File: config.mk
export PLATFORM = sky130hd
export DESIGN_NAME = sdr_burst_master
export DESIGN_NICKNAME = d
export VERILOG_FILES = /design/src/rtl/sdr_pkg.sv /design/src/rtl/sdr_burst_master.sv
export SDC_FILE = /design/constraint.sdc
export NUM_CORES = 2
export LEC_CHECK = 0
export ABC_AREA = 1
export CAP_MARGIN = 15
export CORE_UTILIZATION = 25
export DETAILED_ROUTE_END_ITERATION = 6
export PLACE_DENSITY = 0.54
export SLEW_MARGIN = 5
export SYNTH_ARGS = -nofsm -noshare
export SYNTH_HDL_FRONTEND = slang
export SYNTH_SLANG_ARGS = --single-unit
File: constraint.sdc
create_clock -name clk -period 102.3 [get_ports clk]
set_input_delay 30.69 -clock clk [delete_from_list [all_inputs] [get_ports clk]]
set_output_delay 30.69 -clock clk [all_outputs]
set_load 0.02 [all_outputs]
File: src/rtl/sdr_pkg.sv
// Shared types and geometry helpers for the SDRAM burst master.
// The controller moves NWORDS x WORD_W blocks over a narrow BUS_W Avalon-MM port.
package sdr_pkg;

  typedef enum logic [2:0] {
    ST_IDLE,
    ST_RD_REQ,
    ST_RD_DRAIN,
    ST_WR,
    ST_DONE
  } sdr_state_t;

  localparam int SDR_BUS_W  = 16;
  localparam int SDR_WORD_W = 32;

  // Returns the beat count for one block, or 0 when the block is not a whole
  // number of bus beats so the instantiating module can refuse to elaborate.
  function automatic int sdr_beats(input int nwords, input int word_w, input int bus_w);
    if (bus_w <= 0 || ((nwords * word_w) % bus_w) != 0) return 0;
    return (nwords * word_w) / bus_w;
  endfunction

endpackage

File: src/rtl/sdr_burst_master.sv
// Avalon-MM burst master: gathers a wide read block from BUS_W-bit beats and
// scatters a wide write block as BUS_W-bit beats, with pipelined read returns.
module sdr_burst_master
  import sdr_pkg::*;
#(
  parameter int BUS_W  = SDR_BUS_W,
  parameter int WORD_W = SDR_WORD_W,
  parameter int NWORDS = 15,
  parameter int ADDR_W = 32
) (
  input  logic                      clk,
  input  logic                      reset,
  input  logic                      start_read,
  input  logic                      start_write,
  input  logic [ADDR_W-1:0]         base_addr,
  input  logic [NWORDS*WORD_W-1:0]  wr_data,
  output logic [NWORDS*WORD_W-1:0]  rd_data,
  output logic                      busy,
  output logic                      read_done,
  output logic                      write_done,
  output logic                      read_end,
  output logic                      write_end,
  output logic [ADDR_W-1:0]         avm_address,
  output logic                      avm_read,
  output logic                      avm_write,
  output logic [BUS_W-1:0]          avm_writedata,
  output logic [BUS_W/8-1:0]        avm_byteenable,
  input  logic                      avm_waitrequest,
  input  logic                      avm_readdatavalid,
  input  logic [BUS_W-1:0]          avm_readdata
);

  localparam int DATA_W = NWORDS * WORD_W;
  localparam int BEATS  = sdr_beats(NWORDS, WORD_W, BUS_W);
  localparam int STEP   = BUS_W / 8;
  localparam int CNT_W  = (BEATS > 0) ? $clog2(BEATS + 1) : 1;

  if (BEATS == 0 || BUS_W < 8 || (BUS_W & (BUS_W - 1)) != 0) begin : g_geometry_check
    $error("sdr_burst_master: BUS_W must be a power of two >= 8 dividing NWORDS*WORD_W");
  end

  sdr_state_t        state, state_nxt;
  logic [ADDR_W-1:0] base_q;
  logic [CNT_W-1:0]  req_cnt;
  logic [CNT_W-1:0]  rcv_cnt;
  logic [DATA_W-1:0] shadow;
  logic [DATA_W-1:0] wr_latch;
  logic              is_read;
  logic              beat_accept;
  logic              start_any;

  assign start_any   = start_read | start_write;
  assign beat_accept = (avm_read | avm_write) & ~avm_waitrequest;

  // NOTE: state flops use non-blocking assignments so every process sees the
  // pre-edge value; blocking here would race with the datapath block below.
  always_ff @(posedge clk or posedge reset) begin
    if (reset) state <= ST_IDLE;
    else       state <= state_nxt;
  end

  // NOTE: next-state is defaulted to the current state before the case so no
  // path through the block leaves it unassigned (which would infer a latch).
  always_comb begin
    state_nxt = state;
    unique case (state)
      ST_IDLE: begin
        if (start_read)       state_nxt = ST_RD_REQ;
        else if (start_write) state_nxt = ST_WR;
      end
      ST_RD_REQ:   if (!avm_waitrequest && req_cnt == CNT_W'(BEATS - 1)) state_nxt = ST_RD_DRAIN;
      ST_RD_DRAIN: if (rcv_cnt == CNT_W'(BEATS)) state_nxt = ST_DONE;
      ST_WR:       if (!avm_waitrequest && req_cnt == CNT_W'(BEATS - 1)) state_nxt = ST_DONE;
      ST_DONE:     state_nxt = ST_IDLE;
      default:     state_nxt = ST_IDLE;
    endcase
  end

  // Strobes decode straight from the async-reset state so a reset drops them
  // in the same instant; address and data are zeroed whenever no strobe is up.
  always_comb begin
    avm_read      = (state == ST_RD_REQ);
    avm_write     = (state == ST_WR);
    avm_address   = '0;
    avm_writedata = '0;
    if (avm_read || avm_write)
      avm_address = base_q + ADDR_W'(req_cnt) * ADDR_W'(STEP);
    if (avm_write && req_cnt < CNT_W'(BEATS))
      avm_writedata = wr_latch[int'(req_cnt) * BUS_W +: BUS_W];
  end

  assign avm_byteenable = '1;
  assign busy           = (state != ST_IDLE);

  // NOTE: the wide shadow/latch/rd_data registers are plain flops, not RAM, so
  // they take the async reset like everything else and power up as zero.
  always_ff @(posedge clk or posedge reset) begin
    if (reset) begin
      base_q     <= '0;
      req_cnt    <= '0;
      rcv_cnt    <= '0;
      shadow     <= '0;
      wr_latch   <= '0;
      rd_data    <= '0;
      is_read    <= 1'b0;
      read_done  <= 1'b0;
      write_done <= 1'b0;
      read_end   <= 1'b0;
      write_end  <= 1'b0;
    end else begin
      read_done  <= 1'b0;
      write_done <= 1'b0;

      unique case (state)
        ST_IDLE: begin
          if (start_any) begin
            base_q    <= base_addr & ~ADDR_W'(STEP - 1);
            req_cnt   <= '0;
            rcv_cnt   <= '0;
            read_end  <= 1'b0;
            write_end <= 1'b0;
            is_read   <= start_read;
            if (!start_read) wr_latch <= wr_data;
          end
        end
        ST_RD_REQ, ST_WR: begin
          if (beat_accept) req_cnt <= req_cnt + CNT_W'(1);
        end
        ST_DONE: begin
          if (is_read) begin
            rd_data   <= shadow;
            read_done <= 1'b1;
            read_end  <= 1'b1;
          end else begin
            write_done <= 1'b1;
            write_end  <= 1'b1;
          end
        end
        default: ;
      endcase

      // Returns may overlap the request phase; anything outside a read is dropped.
      if ((state == ST_RD_REQ || state == ST_RD_DRAIN) && avm_readdatavalid &&
          rcv_cnt < CNT_W'(BEATS)) begin
        shadow[int'(rcv_cnt) * BUS_W +: BUS_W] <= avm_readdata;
        rcv_cnt <= rcv_cnt + CNT_W'(1);
      end
    end
  end

endmodule
* Word-level counts from Yosys, hierarchy flattened *
Cells that the tools add are included.
Widths: inputs -> output; s select.

cells by class
  $add $sub $neg = 4
  $lt $le $gt $ge = 2
  equality and inequality tests = 14
  shift operators = 3
  mux-type cells = 23
  bitwise gates (word level) = 5
  reductions and logical operators = 22

operators with widths
  cell                       number
  $bwmux 480                 1
  $shift 16x33->480 const A  1
  $shiftx 16x33->480         1
  $shiftx 480x10->16         1
  $neg 9->33                 1
  $add 32x6->32              1
  $mux 32                    1
  $mux 5                     4
  $mux 16                    1
  $mux 3                     5
  $pmux 3 s4                 1
  $reduce_and 3->1           4
  $add 5x1->5 const B        2
  $eq 5x5->1 const B         2
  $lt 5x5->1 const B         2
  $ne 2x2->1 const B         5
  $pmux 5 s2                 1
  $reduce_bool 2->1          4
  $mux 1                     7
  $eq 3x2->1 const B         2
  $reduce_and 2->1           3
  $logic_and 1x1->1          4
  $ne 2x1->1 const B         2
  $pmux 1 s2                 2
  other kinds (12)           15

word-level totals
  register bits after elaboration = 1489
  input bits = 534
  output and inout bits = 537

* Logic depth before layout (Yosys ltp) *
  word-level depth = 6
  gate-level depth with buffers = 16

* Worst setup path after synthesis *
Ideal clock, no wire load.

  kind = flip-flop to output port
  start = register req_cnt[0]
  end = output port avm_writedata[10]
  data arrival time = 2.012 ns
  data required time = 71.610 ns
  slack = 69.598 ns
  cell stages (with the launch flop) = 11
  buffers on the path = 4
  cells stage by stage = dfrtp_1 > buf_2 > clkbuf_1 > clkbuf_1 > clkbuf_1 > o21ai_0 > o211ai_1 > nand3_1 > nand2_1 > nand2_1 > nor2_1

on the way
  longest elaborated chain between the ends = 3
  elaborated cells on any way between the ends = 4

RTL lines
  element                                                     line                     source
  start, declared                                             sdr_burst_master.sv:44   logic [CNT_W-1:0] req_cnt;
  start signal, assigned                                      sdr_burst_master.sv:127  if (beat_accept) req_cnt <= req_cnt + CNT_W'(1);
  branches (longest 2 deep; another with $shiftx 480x10->16)  -
  $mux 16 (*)                                                 sdr_burst_master.sv:88   if (avm_write && req_cnt < CNT_W'(BEATS))
  end, declared                                               sdr_burst_master.sv:26   output logic [BUS_W-1:0] avm_writedata,

Mark *: on every way between the ends.

==> metrics.yaml <==
outcome: "finished, violations left"
violations: "design-rule violations"
grt_pass1_wl_mm: 383
viasPerCell: 4.64
power.switching_mw: 0.896
fin_crit_sh_pct: 35.5
placed_area_sq_um: 78100
required_ns: 103.19
rows: 185
synth_area_sq_um: 64100
p_leak_nw: 40.1
drt_iter0_drc: 4507
fill_cells: 26136
power_frac_comb_pct: 34.4
drive_gt1_share_pct: 11.2
routabilityCongestion: 0.905
cts_tree: "done"
tightest_slew_ns: 1.17
postCtsResizedCells: 0
io_buffers: 1066
cts_buffers: 169
syn_area_per_cell_sq_um: 9.04
grt_util_all_layers_pct: 20.5
ant_nets: 0
syn_inst: 7088
rsz0062_at_grt: "false"
dieArea_sq_um: 258000
critPathLaunchType: "primary input"
peakVddDrop_mv: 0.0272
core-area_sq_um: 254000
start_util_pct: 25.2
setup_ws_ns: 65.98
grt_max_degree: 179
io_pins: 1071
die_h_um: 508
report.power.total_mw: 2.28
p_clk_share_pct: 28.5
area_delta_synth_final_pct: 31.6
setup_viol: 0
ctsHoldBuffers: 0
fin_setup_tns_ns: 0
synth_ff_type: "dfrtp_1"
synth_seq_cells: 1489
pre_cts_ws_ns: 64.73
wl_per_cell_um: 23.4
cts_max_level: 4
yosysSeqAreaShare_pct: 58.2
fin_nets: 8534
clk-insertion-delay-late_ns: 0.87
power_density_nw_per_um2: 27.0
grt_pass1_vias: 53443
slew_viol_final: 0
cts_setup_buffers: 0
cap_violations: 0
hpwl_mm: 199
fin_crit_ns: 36.32
hold_class: "register to register"
cp_max_fo: 157
clock-sinks: 1489
seqPwrFrac_pct: 37.2
cts.clk_slew.worst_paths_ns: 0.06
antenna_found_initial: 71
timing.rr.start: "rcv_cnt[0]"
yosysWarnings: 0
clock_skew_ns: 0.0720
vias: 53513
die_w_um: 508
drc: 11
min_from: "shadow[349]"
hold_viol: 0
gr-total-overflow: 0
worstSetupStartpoint: "reset"
dr.pass1.iters: 7
holdWs_ns: 0.433
yosysUniqueCellTypes: 40
design_area_sq_um: 84300
path_class: "primary input to asynchronous set/reset pin"
clk_path_buf_depth: 3
synth_edf_count: 0
cp-end-kind: "asynchronous set/reset pin"
routed_wl_mm: 269
critPathArrivalTime_ns: 37.21
sw_frac_of_total_pct: 39.4
clockRootBuffer: "clkbuf_16"
async_reset_ff_share_pct: 100
clock.fmax_mhz: 27.5
internal_power_mw: 1.38
max-slew-margin-rel_pct: 21.1
layout make-up:
| type | instances | area [sq um] | area share [%] |
|---|---|---|---|
| inverters | 278 | 1070 | 1.27 |
| diodes | 29 | 72.6 | 0.0861 |
| clock inverters | 71 | 1100 | 1.31 |
| multi-input cells | 4888 | 24100 | 28.6 |
| repair buffers | 1162 | 11600 | 13.7 |
| clock buffers | 244 | 4890 | 5.80 |
| flip-flops and latches | 1489 | 37300 | 44.2 |
| well taps | 3366 | 4210 | 5.00 |
synth_stat cells, types with 5 or more instances:
master | n | area (sq um)
or2_2 | 12 | 75.1
o211ai_1 | 42 | 315
nand3b_1 | 15 | 113
mux2_2 | 468 | 5270
buf_2 | 120 | 601
inv_1 | 263 | 987
clkinv_1 | 5 | 18.8
nand2_1 | 2515 | 9440
o21ai_1 | 33 | 165
a21oi_1 | 78 | 390
dfrtp_1 | 1489 | 37300
xor2_1 | 10 | 87.6
nand4_1 | 50 | 313
nor2_2 | 10 | 62.6
nand3_1 | 364 | 1820
inv_2 | 10 | 37.5
o21ai_0 | 490 | 2450
o22ai_1 | 27 | 169
nor3b_1 | 8 | 60.1
ha_1 | 11 | 138
clkbuf_1 | 283 | 1060
nor2_1 | 638 | 2390
buf_1 | 27 | 101
nor3_1 | 89 | 445
registers in the layout, indices dropped and copies added, names as in the netlist:
| name | flops |
|---|---|
| is_read | 1 |
| read_done | 1 |
| write_done | 1 |
| rd_data | 480 |
| req_cnt | 5 |
| state | 3 |
| rcv_cnt | 5 |
| shadow | 480 |
| read_end | 1 |
| wr_latch | 480 |
| base_q | 31 |
| write_end | 1 |
layer usage:
metal | part of all wire [%] | vias up | track usage, %
met4 | 4.7 | 78 | 9.05
met3 | 7.7 | 457 | 5.61
li1 | - | 24590 | -
met1 | 38 | 26388 | 23.6
met2 | 49 | 2000 | 35.2
met5 | 0.20 | - | 0
cell families (layout without fill, tap and decap cells):
family	count (synthesis)	after routing	synth area share (%)
and+or+nand+nor	3719	3719	23.2
DFF	1489	1489	58.2
buffers and inverters	712	1755	4.43
AOI/OAI and AO/OA	673	673	5.49
muxes	468	468	8.23
xor gates and xnor gates	13	13	0.178
adders and majority gates	12	12	0.246
other	2	32	0.0117
path summary, 6_finish.rpt:
check                              endpoint  slack, ns  cells past startpoint
min                            rd_data[349]       0.43                      2
max                            rd_data[247]      65.98                      9
max in group clk           avm_writedata[9]      66.22                      9
min in group asynchronous          read_end      30.31                      2
max reg2reg                      shadow[19]      97.20                     11
min reg2reg                    rd_data[349]       0.43                      2
worst max-delay path: stages:
cell             delay, ns
clkdlybuf4s50_1       0.49
inv_8                 0.43
buf_4                 0.83
buf_4                 0.63
buf_4                 0.72
buf_4                 0.75
buf_12                0.62
buf_4                 0.86
buf_4                 0.81
power groups by stage:
stage	combinational, mW	clock [mW]	sequential (mW)
floorplan	0.413	0	0.846
detailed placement	0.794	0	0.855
global route	0.839	0.685	0.861
finish	0.782	0.648	0.845
global placement	0.785	0	0.851
CTS	0.796	0.664	0.845
stage by stage:
stage / instances / util [%]
final: 11527 / 33.1
after floorplan: 7089 / -
after global placement: 11176 / 30.7
after detailed placement: 11178 / 30.7
after CTS: 11493 / 33.1
after global routing: 11504 / 33.1
placed cells by master, fill, tap and decap left out, types with 37 or more instances in the layout:
cell type and n:
a21oi_1 78, buf_4 83, clkbuf_1 37, clkbuf_16 169, clkbuf_8 38, clkdlybuf4s50_1 1066, dfrtp_1 1486, inv_1 259
mux2_2 468, nand2_1 2513, nand3_1 362, nand4_1 50, nor2_1 627, nor3_1 89, o211ai_1 42, o21ai_0 489
No activity file was read; power rests on OpenSTA's default activity.
